$ cat src/rtl/paddle_pkg.sv
// Shared types and defaults for the paddle input path.
package paddle_pkg;

    localparam int unsigned X_W           = 10;
    localparam int unsigned DB_CYCLES_DEF = 500000;
    localparam int unsigned MOVE_DIV_DEF  = 250000;

    typedef enum logic [1:0] {
        DIR_NONE,
        DIR_LEFT,
        DIR_RIGHT
    } dir_t;

    // Opposing buttons cancel out.
    function automatic dir_t decode_dir(input logic l, input logic r);
        dir_t d;
        d = DIR_NONE;
        if (l && !r) d = DIR_LEFT;
        if (r && !l) d = DIR_RIGHT;
        return d;
    endfunction

endpackage

$ cat src/rtl/button_debouncer.sv
// Two-flop synchronizer followed by a counter debouncer; emits the stable
// level and a one-cycle pulse coincident with each accepted 0->1 change.
module button_debouncer
    import paddle_pkg::*;
#(
    parameter int unsigned DB_CYCLES = DB_CYCLES_DEF,
    parameter int unsigned CNT_W     = 20
) (
    input  logic clk,
    input  logic reset,
    input  logic i_btn,
    output logic o_stable,
    output logic o_rise
);

    localparam logic [CNT_W-1:0] DB_MAX = CNT_W'(DB_CYCLES - 1);

    logic             r_sync1;
    logic             r_sync2;
    logic             r_stable;
    logic             r_rise;
    logic [CNT_W-1:0] r_cnt;

    always_ff @(posedge clk) begin
        if (reset) begin
            r_sync1  <= 1'b0;
            r_sync2  <= 1'b0;
            r_stable <= 1'b0;
            r_rise   <= 1'b0;
            r_cnt    <= '0;
        end else begin
            r_sync1 <= i_btn;
            r_sync2 <= r_sync1;
            r_rise  <= 1'b0;
            if (r_sync2 != r_stable) begin
                if (r_cnt == DB_MAX) begin
                    r_stable <= r_sync2;
                    r_rise   <= r_sync2;
                    r_cnt    <= '0;
                end else begin
                    r_cnt <= r_cnt + CNT_W'(1);
                end
            end else begin
                r_cnt <= '0;
            end
        end
    end

    assign o_stable = r_stable;
    assign o_rise   = r_rise;

endmodule

$ cat src/rtl/paddle_input_ctrl.sv
// Turns debounced push-buttons into paced, edge-limited paddle move pulses,
// plus a pause toggle and a sticky game-started flag.
module paddle_input_ctrl
    import paddle_pkg::*;
#(
    parameter int unsigned DB_CYCLES = DB_CYCLES_DEF,
    parameter int unsigned MOVE_DIV  = MOVE_DIV_DEF,
    parameter int unsigned CNT_W     = 20
) (
    input  logic           clk,
    input  logic           reset,
    input  logic           btn_left,
    input  logic           btn_right,
    input  logic           btn_pause,
    input  logic [X_W-1:0] x_pos,
    input  logic [X_W-1:0] screen_width,
    input  logic [X_W-1:0] paddle_width,
    output logic           move_left,
    output logic           move_right,
    output logic           pause,
    output logic           game_started
);

    localparam logic [CNT_W-1:0] RC_MAX = CNT_W'(MOVE_DIV - 1);

    logic w_dl;
    logic w_dr;
    logic w_pause_rise;
    logic w_unused_rise_l;
    logic w_unused_rise_r;
    logic w_unused_pause_lvl;

    button_debouncer #(.DB_CYCLES(DB_CYCLES), .CNT_W(CNT_W)) u_db_left (
        .clk      (clk),
        .reset    (reset),
        .i_btn    (btn_left),
        .o_stable (w_dl),
        .o_rise   (w_unused_rise_l)
    );

    button_debouncer #(.DB_CYCLES(DB_CYCLES), .CNT_W(CNT_W)) u_db_right (
        .clk      (clk),
        .reset    (reset),
        .i_btn    (btn_right),
        .o_stable (w_dr),
        .o_rise   (w_unused_rise_r)
    );

    button_debouncer #(.DB_CYCLES(DB_CYCLES), .CNT_W(CNT_W)) u_db_pause (
        .clk      (clk),
        .reset    (reset),
        .i_btn    (btn_pause),
        .o_stable (w_unused_pause_lvl),
        .o_rise   (w_pause_rise)
    );

    logic             r_pause;
    logic             r_started;
    logic             r_move_left;
    logic             r_move_right;
    logic [CNT_W-1:0] r_rc;

    dir_t      w_dir;
    logic [10:0] w_x11;
    logic [10:0] w_sw11;
    logic [10:0] w_pw11;
    logic [10:0] w_right_lim;
    logic      w_at_left;
    logic      w_at_right;
    logic      w_run;
    logic      w_rc_zero;
    logic      w_ml_d;
    logic      w_mr_d;

    assign w_dir       = decode_dir(w_dl, w_dr);
    assign w_x11       = {1'b0, x_pos};
    assign w_sw11      = {1'b0, screen_width};
    assign w_pw11      = {1'b0, paddle_width};
    assign w_right_lim = w_sw11 - w_pw11;
    assign w_at_left   = (x_pos == '0);
    // An over-wide paddle has nowhere to go, so treat it as pinned right.
    assign w_at_right  = (w_pw11 >= w_sw11) || (w_x11 >= w_right_lim);
    assign w_run       = (w_dir != DIR_NONE) && !r_pause;
    assign w_rc_zero   = (r_rc == '0);
    assign w_ml_d      = (w_dir == DIR_LEFT) && !r_pause && w_rc_zero && !w_at_left;
    assign w_mr_d      = (w_dir == DIR_RIGHT) && !r_pause && w_rc_zero && !w_at_right;

    always_ff @(posedge clk) begin
        if (reset) begin
            r_pause      <= 1'b0;
            r_started    <= 1'b0;
            r_move_left  <= 1'b0;
            r_move_right <= 1'b0;
            r_rc         <= '0;
        end else begin
            r_move_left  <= w_ml_d;
            r_move_right <= w_mr_d;
            r_started    <= r_started | w_ml_d | w_mr_d;
            if (w_pause_rise) begin
                r_pause <= ~r_pause;
            end
            // Cadence keeps running while clamped so leaving an edge stays on beat.
            if (w_run) begin
                r_rc <= (r_rc == RC_MAX) ? '0 : r_rc + CNT_W'(1);
            end else begin
                r_rc <= '0;
            end
        end
    end

    assign move_left    = r_move_left;
    assign move_right   = r_move_right;
    assign pause        = r_pause;
    assign game_started = r_started;

endmodule

$ cat config.mk
export PLATFORM = sky130hd
export DESIGN_NAME = paddle_input_ctrl
export DESIGN_NICKNAME = d
export VERILOG_FILES = /design/src/rtl/paddle_pkg.sv /design/src/rtl/button_debouncer.sv /design/src/rtl/paddle_input_ctrl.sv
export SDC_FILE = /design/constraint.sdc
export NUM_CORES = 1
export LEC_CHECK = 0
export CAP_MARGIN = 20
export CORE_ASPECT_RATIO = 1.25
export CORE_MARGIN = 8
export CORE_UTILIZATION = 35
export CTS_CLUSTER_SIZE = 30
export DETAILED_ROUTE_END_ITERATION = 8
export GPL_ROUTABILITY_DRIVEN = 0
export HOLD_SLACK_MARGIN = 0.1
export SLEW_MARGIN = 20
export SYNTH_ARGS = -nofsm -noshare
export SYNTH_HDL_FRONTEND = slang
export SYNTH_HIERARCHICAL = 1
export SYNTH_SLANG_ARGS = --single-unit
$ cat constraint.sdc
create_clock -name clk -period 5.3 [get_ports clk]
set_input_delay 0.795 -clock clk [delete_from_list [all_inputs] [get_ports clk]]
set_output_delay 0.795 -clock clk [all_outputs]
set_load 0.005 [all_outputs]
==> summary.md, run 1 <==
| Metric | Value |
|---|---|
| Status | `completed` |
| Post-CTS Hold Fix Bufs | `0` |
| Share of cells above drive strength 1 | `7.39%` |
| Fmax | `0.288 GHz` |
| Max transition margin | `45.1%` |
| Max H-tree Level | `3` |
| Mapped Area | `0.00500 mm^2` |
| Post-route ant nets | `0` |
| Setup crit start kind | `input pin` |
| Die height | `150 um` |
| IR drop worst, VDD | `0.175 mV` |
| Dpl hpwl | `7660 um` |
| Sink Count | `94` |
| Antenna Cells | `0` |
| CTS root buf | `clkbuf_16` |
| Starting density of the core | `35.3%` |
| Final-report hold violation count | `0` |
| Unrepaired setup endpoints after global routing | `false` |
| Via Count | `3,995` |
| Congestion Overflow GR | `0` |
| Setup-failing EPs final | `0` |
| Initial DRC count | `139` |
| Final #Nets | `653` |
| Final Slew Violations | `0` |
| Wirelength, routed | `10,300 um` |
| Worst EP arrival | `3.73 ns` |
| Placed cell area | `0.00553 mm^2` |
| Syn Nets | `613` |
| Fin util | `41.2%` |
| Final Cycle Share | `65.6%` |
| Die area | `0.0184 mm^2` |
| Post-route minimum period | `3.47 ns` |
| CTS buffer count | `9` |
| PostCTS Resize Cnt | `0` |
| First-pass GRT wire length | `17,300 um` |
| Avg Vias per Cell | `5.17` |
| Critical setup path kind | `in2reg` |
| CTS clock-pin slew for the worst setup and hold paths | `0.06 ns` |
| Leakage | `2.01 nW` |
| # port buffers | `38` |
| PwrDens | `258 mW/mm^2` |
| Max cap viols | `0` |
| Setup WS pre-CTS | `1.47 ns` |
| Setup TNS | `0 ns` |
| TritonCTS clock tree | `built` |
| Vias in the first global route | `3,762` |
| Num ports | `39` |
| Pin count of the biggest net entering global routing | `21` |
| Min-Delay Path Class | `reg2reg` |
| P&R area growth vs syn | `16.7%` |
| Drt wl/cell | `13.3 um` |
| Ys Warns | `6` |
| Final instance area | `0.00583 mm^2` |
| CP Max Fanout | `3` |
| Clk Latency, worst-skew pair | `0.34 ns` |
| Global-route usage over all layers | `11.3%` |
| # rows | `49` |
| Power Total | `1.50 mW` |
| DRC viols | `0` |
| Worst Path Required | `5.55 ns` |
| Worst slew pin tran | `0.823 ns` |
| Final worst setup slack | `1.83 ns` |
| Gate Count Post-Synth | `550` |
| Core ar. | `0.0142 mm^2` |
| Fill count | `1,424` |
| Clock buffer depth | `2` |
| Drt pass-1 iters | `4` |
| Fin Clk Skew | `0.00923 ns` |
| Average cell area after synthesis | `9.09 um^2` |
| Post CTS Setup Buffer Count | `0` |
| Critical path endpoint category | `flip-flop` |
| Width of the die | `123 um` |
| Initial antenna violation count | `0` |
## layout make-up
class / instances / area (um^2) / share of cell area (%)
clock buffer: 9 / 225 / 3.86
clock inverter: 7 / 81.3 / 1.39
inverter: 27 / 101 / 1.74
multi-input combinational: 420 / 2940 / 50.4
sequential: 94 / 1880 / 32.3
tap: 178 / 223 / 3.82
timing repair buffer: 38 / 380 / 6.52
## metrics by stage
stage                     hold slack, ns  std cells
after floorplan                    0.414        550
after global placement             0.418        757
after detailed placement           0.438        757
after CTS                          0.454        773
after global routing               0.462        773
final                              0.443        773
## path summary, 6_finish.rpt
| check | start | to | slack, ns | cells after the start |
|---|---|---|---|---|
| worst max-delay path | paddle_width[0] | game_started | 1.83 | 15 |
| worst max register to register | r_rc[0] | r_rc[11] | 3.28 | 5 |
| worst min-delay path | u_db_pause/r_sync1 | u_db_pause/r_sync2 | 0.44 | 1 |
| worst min register to register | u_db_pause/r_sync1 | u_db_pause/r_sync2 | 0.44 | 1 |
## power breakdown
| part | switching, mW | internal (mW) |
|---|---|---|
| Clock | 0.289 | 0.371 |
| Sequential | 0.00156 | 0.709 |
| Combinational | 0.0635 | 0.0692 |
## placed cells by master, fill, tap and decap left out, drive strengths merged, types with 2 or more instances in the layout
master / count
a21o: 5
a21oi: 23
a31oi: 5
and2: 2
and3: 9
and4: 13
clkbuf: 9
clkdlybuf4s50: 38
clkinvlp: 3
dfxtp: 94
ha: 27
inv: 29
nand2: 24
nand2b: 9
nand3: 29
nand4: 26
nand4b: 4
nor2: 80
nor2b: 10
nor3: 10
nor3b: 4
nor4: 9
nor4b: 9
o21ai: 12
o21bai: 6
o311ai: 3
o31ai: 6
o41ai: 3
or3: 8
or3b: 3
or4: 2
or4b: 3
xnor2: 30
xor2: 40
## state kept, by name (all words and copies together), names as in the netlist, 20 cells and up
name and flops:
u_db_right/r_cnt 20, u_db_pause/r_cnt 20, u_db_left/r_cnt 20, r_rc 20
## worst max-delay path, stage by stage
cell and delay [ns]:
clkdlybuf4s50_1 0.46, ha_1 0.16, inv_1 0.06, fa_1 0.41, a21oi_1 0.17, o211a_1 0.21, o21bai_1 0.08, a21oi_1 0.17
xor2_1 0.17, ha_1 0.26, a21o_1 0.16, a21oi_1 0.13, o31ai_1 0.08, o32a_1 0.17, o31ai_1 0.23
## routing by layer
layer	GRT usage, %	up-vias	wire length, um	part of all wire [%]
met4	4.64	0	187	1.8
met2	18.7	75	4770	47
li1	-	2036	-	-
met3	2.23	15	502	4.9
met5	0	-	0	0
met1	14.1	1869	4800	47
No activity file was read; power rests on OpenSTA's default activity.
==> run 2, diff against run 1 <==
==> constraint.sdc (replaced) <==
create_clock -name clk -period 3.2 [get_ports clk]
set_input_delay 0.48 -clock clk [delete_from_list [all_inputs] [get_ports clk]]
set_output_delay 0.48 -clock clk [all_outputs]
set_load 0.005 [all_outputs]
==> run 2 against run 1 <==
Against the previous run: sequential share of layout area is 0.39 points lower; combinational power is 79% higher; non-clock buffer count is 8 higher; critical path type unchanged; largest power group unchanged; final cell count is 1.0% higher; clock skew is 0.0027 ns higher; worst setup slack worse by 1.6 ns; critical endpoint unchanged.
==> summary.md, run 2 (same netlist as run 1, synthesis figures left out) <==
| Metric | Value |
|---|---|
| Clk pwr share | `43.4% (was 43.9%)` |
| TritonCTS clock tree | `built (unchanged)` |
| CTS clock-pin slew for the worst setup and hold paths | `0.07 ns (was 0.06 ns)` |
| Die area | `0.0184 mm^2 (unchanged)` |
| Logic gate share of total power | `9.5% (was 8.8%)` |
| Critical path endpoint category | `flip-flop (unchanged)` |
| Width of the die | `123 um (unchanged)` |
| CTS buffer count | `9 (unchanged)` |
| Congestion Overflow GR | `0 (unchanged)` |
| Post-CTS Hold Fix Bufs | `0 (unchanged)` |
| Pint | `1.93 mW (was 1.15 mW)` |
| Setup WS pre-CTS | `-0.223 ns (was 1.47 ns)` |
| Drt pass-1 iters | `4 (unchanged)` |
| Clock buffer depth | `2 (unchanged)` |
| Status | `completed (unchanged)` |
| Dpl hpwl | `7680 um (was 7660 um)` |
| Sink Count | `94 (unchanged)` |
| Core ar. | `0.0142 mm^2 (unchanged)` |
| Final Cycle Share | `93.8%` |
| Post-route minimum period | `3.00 ns` |
| Max cap viols | `0 (unchanged)` |
| Avg Vias per Cell | `5.11 (was 5.17)` |
| Power Total | `2.50 mW (was 1.50 mW)` |
| First-pass GRT wire length | `18,000 um (was 17,300 um)` |
| # port buffers | `38 (unchanged)` |
| Worst EP arrival | `3.26 ns (was 3.73 ns)` |
| Clk Latency, worst-skew pair | `0.34 ns (about the same)` |
| Wirelength, routed | `10,200 um (was 10,300 um)` |
| Num ports | `39 (unchanged)` |
| Initial antenna violation count | `0 (unchanged)` |
| Starting density of the core | `35.3% (unchanged)` |
| Critical setup path kind | `in2reg (unchanged)` |
| PwrDens | `424 mW/mm^2 (was 258 mW/mm^2)` |
| Share of cells above drive strength 1 | `9.12% (was 7.39%)` |
| Worst Path Required | `3.46 ns (was 5.55 ns)` |
| Placed cell area | `0.00559 mm^2 (was 0.00553 mm^2)` |
| PostCTS Resize Cnt | `0 (unchanged)` |
| CTS root buf | `clkbuf_16 (unchanged)` |
| Switching power total | `0.570 mW (was 0.354 mW)` |
| Min-Delay Path Class | `reg2reg (unchanged)` |
| Post CTS Setup Buffer Count | `0 (unchanged)` |
| Final instance area | `0.00591 mm^2 (was 0.00583 mm^2)` |
| Antenna Cells | `0 (unchanged)` |
| Drt wl/cell | `13.0 um (was 13.3 um)` |
| Final Slew Violations | `0 (unchanged)` |
| Most common cell after layout, fill and taps aside | `dfxtp_1 (unchanged)` |
| Initial DRC count | `138 (was 139)` |
| Global-route usage over all layers | `11.9% (was 11.3%)` |
| Area of the multi-input gates | `0.00295 mm^2 (was 0.00294 mm^2)` |
| Via Count | `3,990 (was 3,995)` |
| Max H-tree Level | `3 (unchanged)` |
| Worst slew pin tran | `0.807 ns (was 0.823 ns)` |
| Final #Nets | `661 (was 653)` |
| Setup crit start kind | `input pin (unchanged)` |
| Final worst setup slack | `0.198 ns (was 1.83 ns)` |
| P&R area growth vs syn | `18.1% (was 16.7%)` |
| Fill count | `1,375 (was 1,424)` |
| IR drop worst, VDD | `0.244 mV (was 0.175 mV)` |
| Setup-failing EPs final | `0 (unchanged)` |
| Vias in the first global route | `3,951 (was 3,762)` |
| Hold_ws | `0.448 ns (was 0.443 ns)` |
| Max transition margin | `46.2% (was 45.1%)` |
| Fin Clk Skew | `0.0119 ns (was 0.00923 ns)` |
| Die height | `150 um (unchanged)` |
| Leakage | `2.06 nW (was 2.01 nW)` |
| Fmax | `0.333 GHz` |
| Unrepaired setup endpoints after global routing | `false (unchanged)` |
| Sw frac | `22.8% (was 23.5%)` |
| Post-route ant nets | `0 (unchanged)` |
| DRC viols | `0 (unchanged)` |
| Sequential share of power | `47.0% (was 47.3%)` |
| # rows | `49 (unchanged)` |
| Final-report hold violation count | `0 (unchanged)` |
| CP Max Fanout | `2 (was 3)` |
| Highest-count cells in the layout ignoring fill and taps | `dfxtp_1, nor2_1, xor2_1 (unchanged)` |
| Storage cell area | `0.00188 mm^2 (unchanged)` |
| Pin count of the biggest net entering global routing | `21 (unchanged)` |
## run 2: per-stage QoR
step           setup TNS (ns)  cells  util [%]
5_1_grt                     0    781      41.7
2_1_floorplan               0    550         -
4_1_cts                     0    781      41.6
3_5_place_dp           -0.391    765      39.5
3_3_place_gp           -0.254    765      39.5
6_report                    0    781      41.7
## run 2: metal layers
metal / up-vias / wire, um / track usage (%) / part of all wire (%)
li1: 2053 / - / - / -
met1: 1863 / 4770 / 14.4 / 47
met2: 59 / 4790 / 19.9 / 47
met3: 15 / 457 / 2.76 / 4.5
met4: 0 / 164 / 4.46 / 1.6
met5: - / 0 / 0 / 0
## run 2: path summary, 6_finish.rpt
check        slack (ns)            endpoint               start  depth (start not counted)
min                0.45  u_db_right/r_sync2  u_db_right/r_sync1                          1
max                0.20        game_started     paddle_width[0]                         15
max reg2reg        1.20             r_rc[9]             r_rc[0]                          5
min reg2reg        0.45  u_db_right/r_sync2  u_db_right/r_sync1                          1
## run 2: cell type report
| type | count | area share [%] |
|---|---|---|
| flip-flops and latches | 94 | 31.9 |
| clock inverters | 6 | 1.17 |
| repair buffers | 46 | 7.46 |
| well taps | 178 | 3.77 |
| clock buffers | 10 | 4.05 |
| inverters | 27 | 1.72 |
| multi-input cells | 420 | 50.0 |
## run 2: power by group through the flow
| stage | logic [mW] | registers, mW | clock network, mW |
|---|---|---|---|
| 3_3_place_gp | 0.230 | 1.20 | 0 |
| 3_5_place_dp | 0.235 | 1.20 | 0 |
| 2_1_floorplan | 0.140 | 1.20 | 0 |
| 4_1_cts | 0.237 | 1.18 | 1.13 |
| 5_1_grt | 0.269 | 1.18 | 1.18 |
| 6_report | 0.238 | 1.18 | 1.09 |
## run 2: critical path: stages
cell and delay [ns]:
clkdlybuf4s50_1 0.46, ha_1 0.16, inv_1 0.06, fa_2 0.34, a21oi_2 0.14, o211a_1 0.20
o21bai_1 0.08, a21oi_2 0.13, xor2_1 0.17, ha_1 0.27, a21o_1 0.16, a21oi_1 0.13
o31ai_1 0.08, o32a_1 0.18, o31ai_1 0.22
==> run 3, diff against run 2 <==
--- a/config.mk
+++ b/config.mk
@@ -5,11 +5,10 @@
 export SDC_FILE = /design/constraint.sdc
 export NUM_CORES = 1
 export LEC_CHECK = 0
-export CAP_MARGIN = 20
 export CORE_ASPECT_RATIO = 1.25
 export CORE_MARGIN = 8
 export CORE_UTILIZATION = 35
-export CTS_CLUSTER_SIZE = 30
+export CTS_CLUSTER_SIZE = 25
 export DETAILED_ROUTE_END_ITERATION = 8
 export GPL_ROUTABILITY_DRIVEN = 0
 export HOLD_SLACK_MARGIN = 0.1
==> results of run 3 <==
No change in the layout: final DEF, timing and power equal those of run 2.
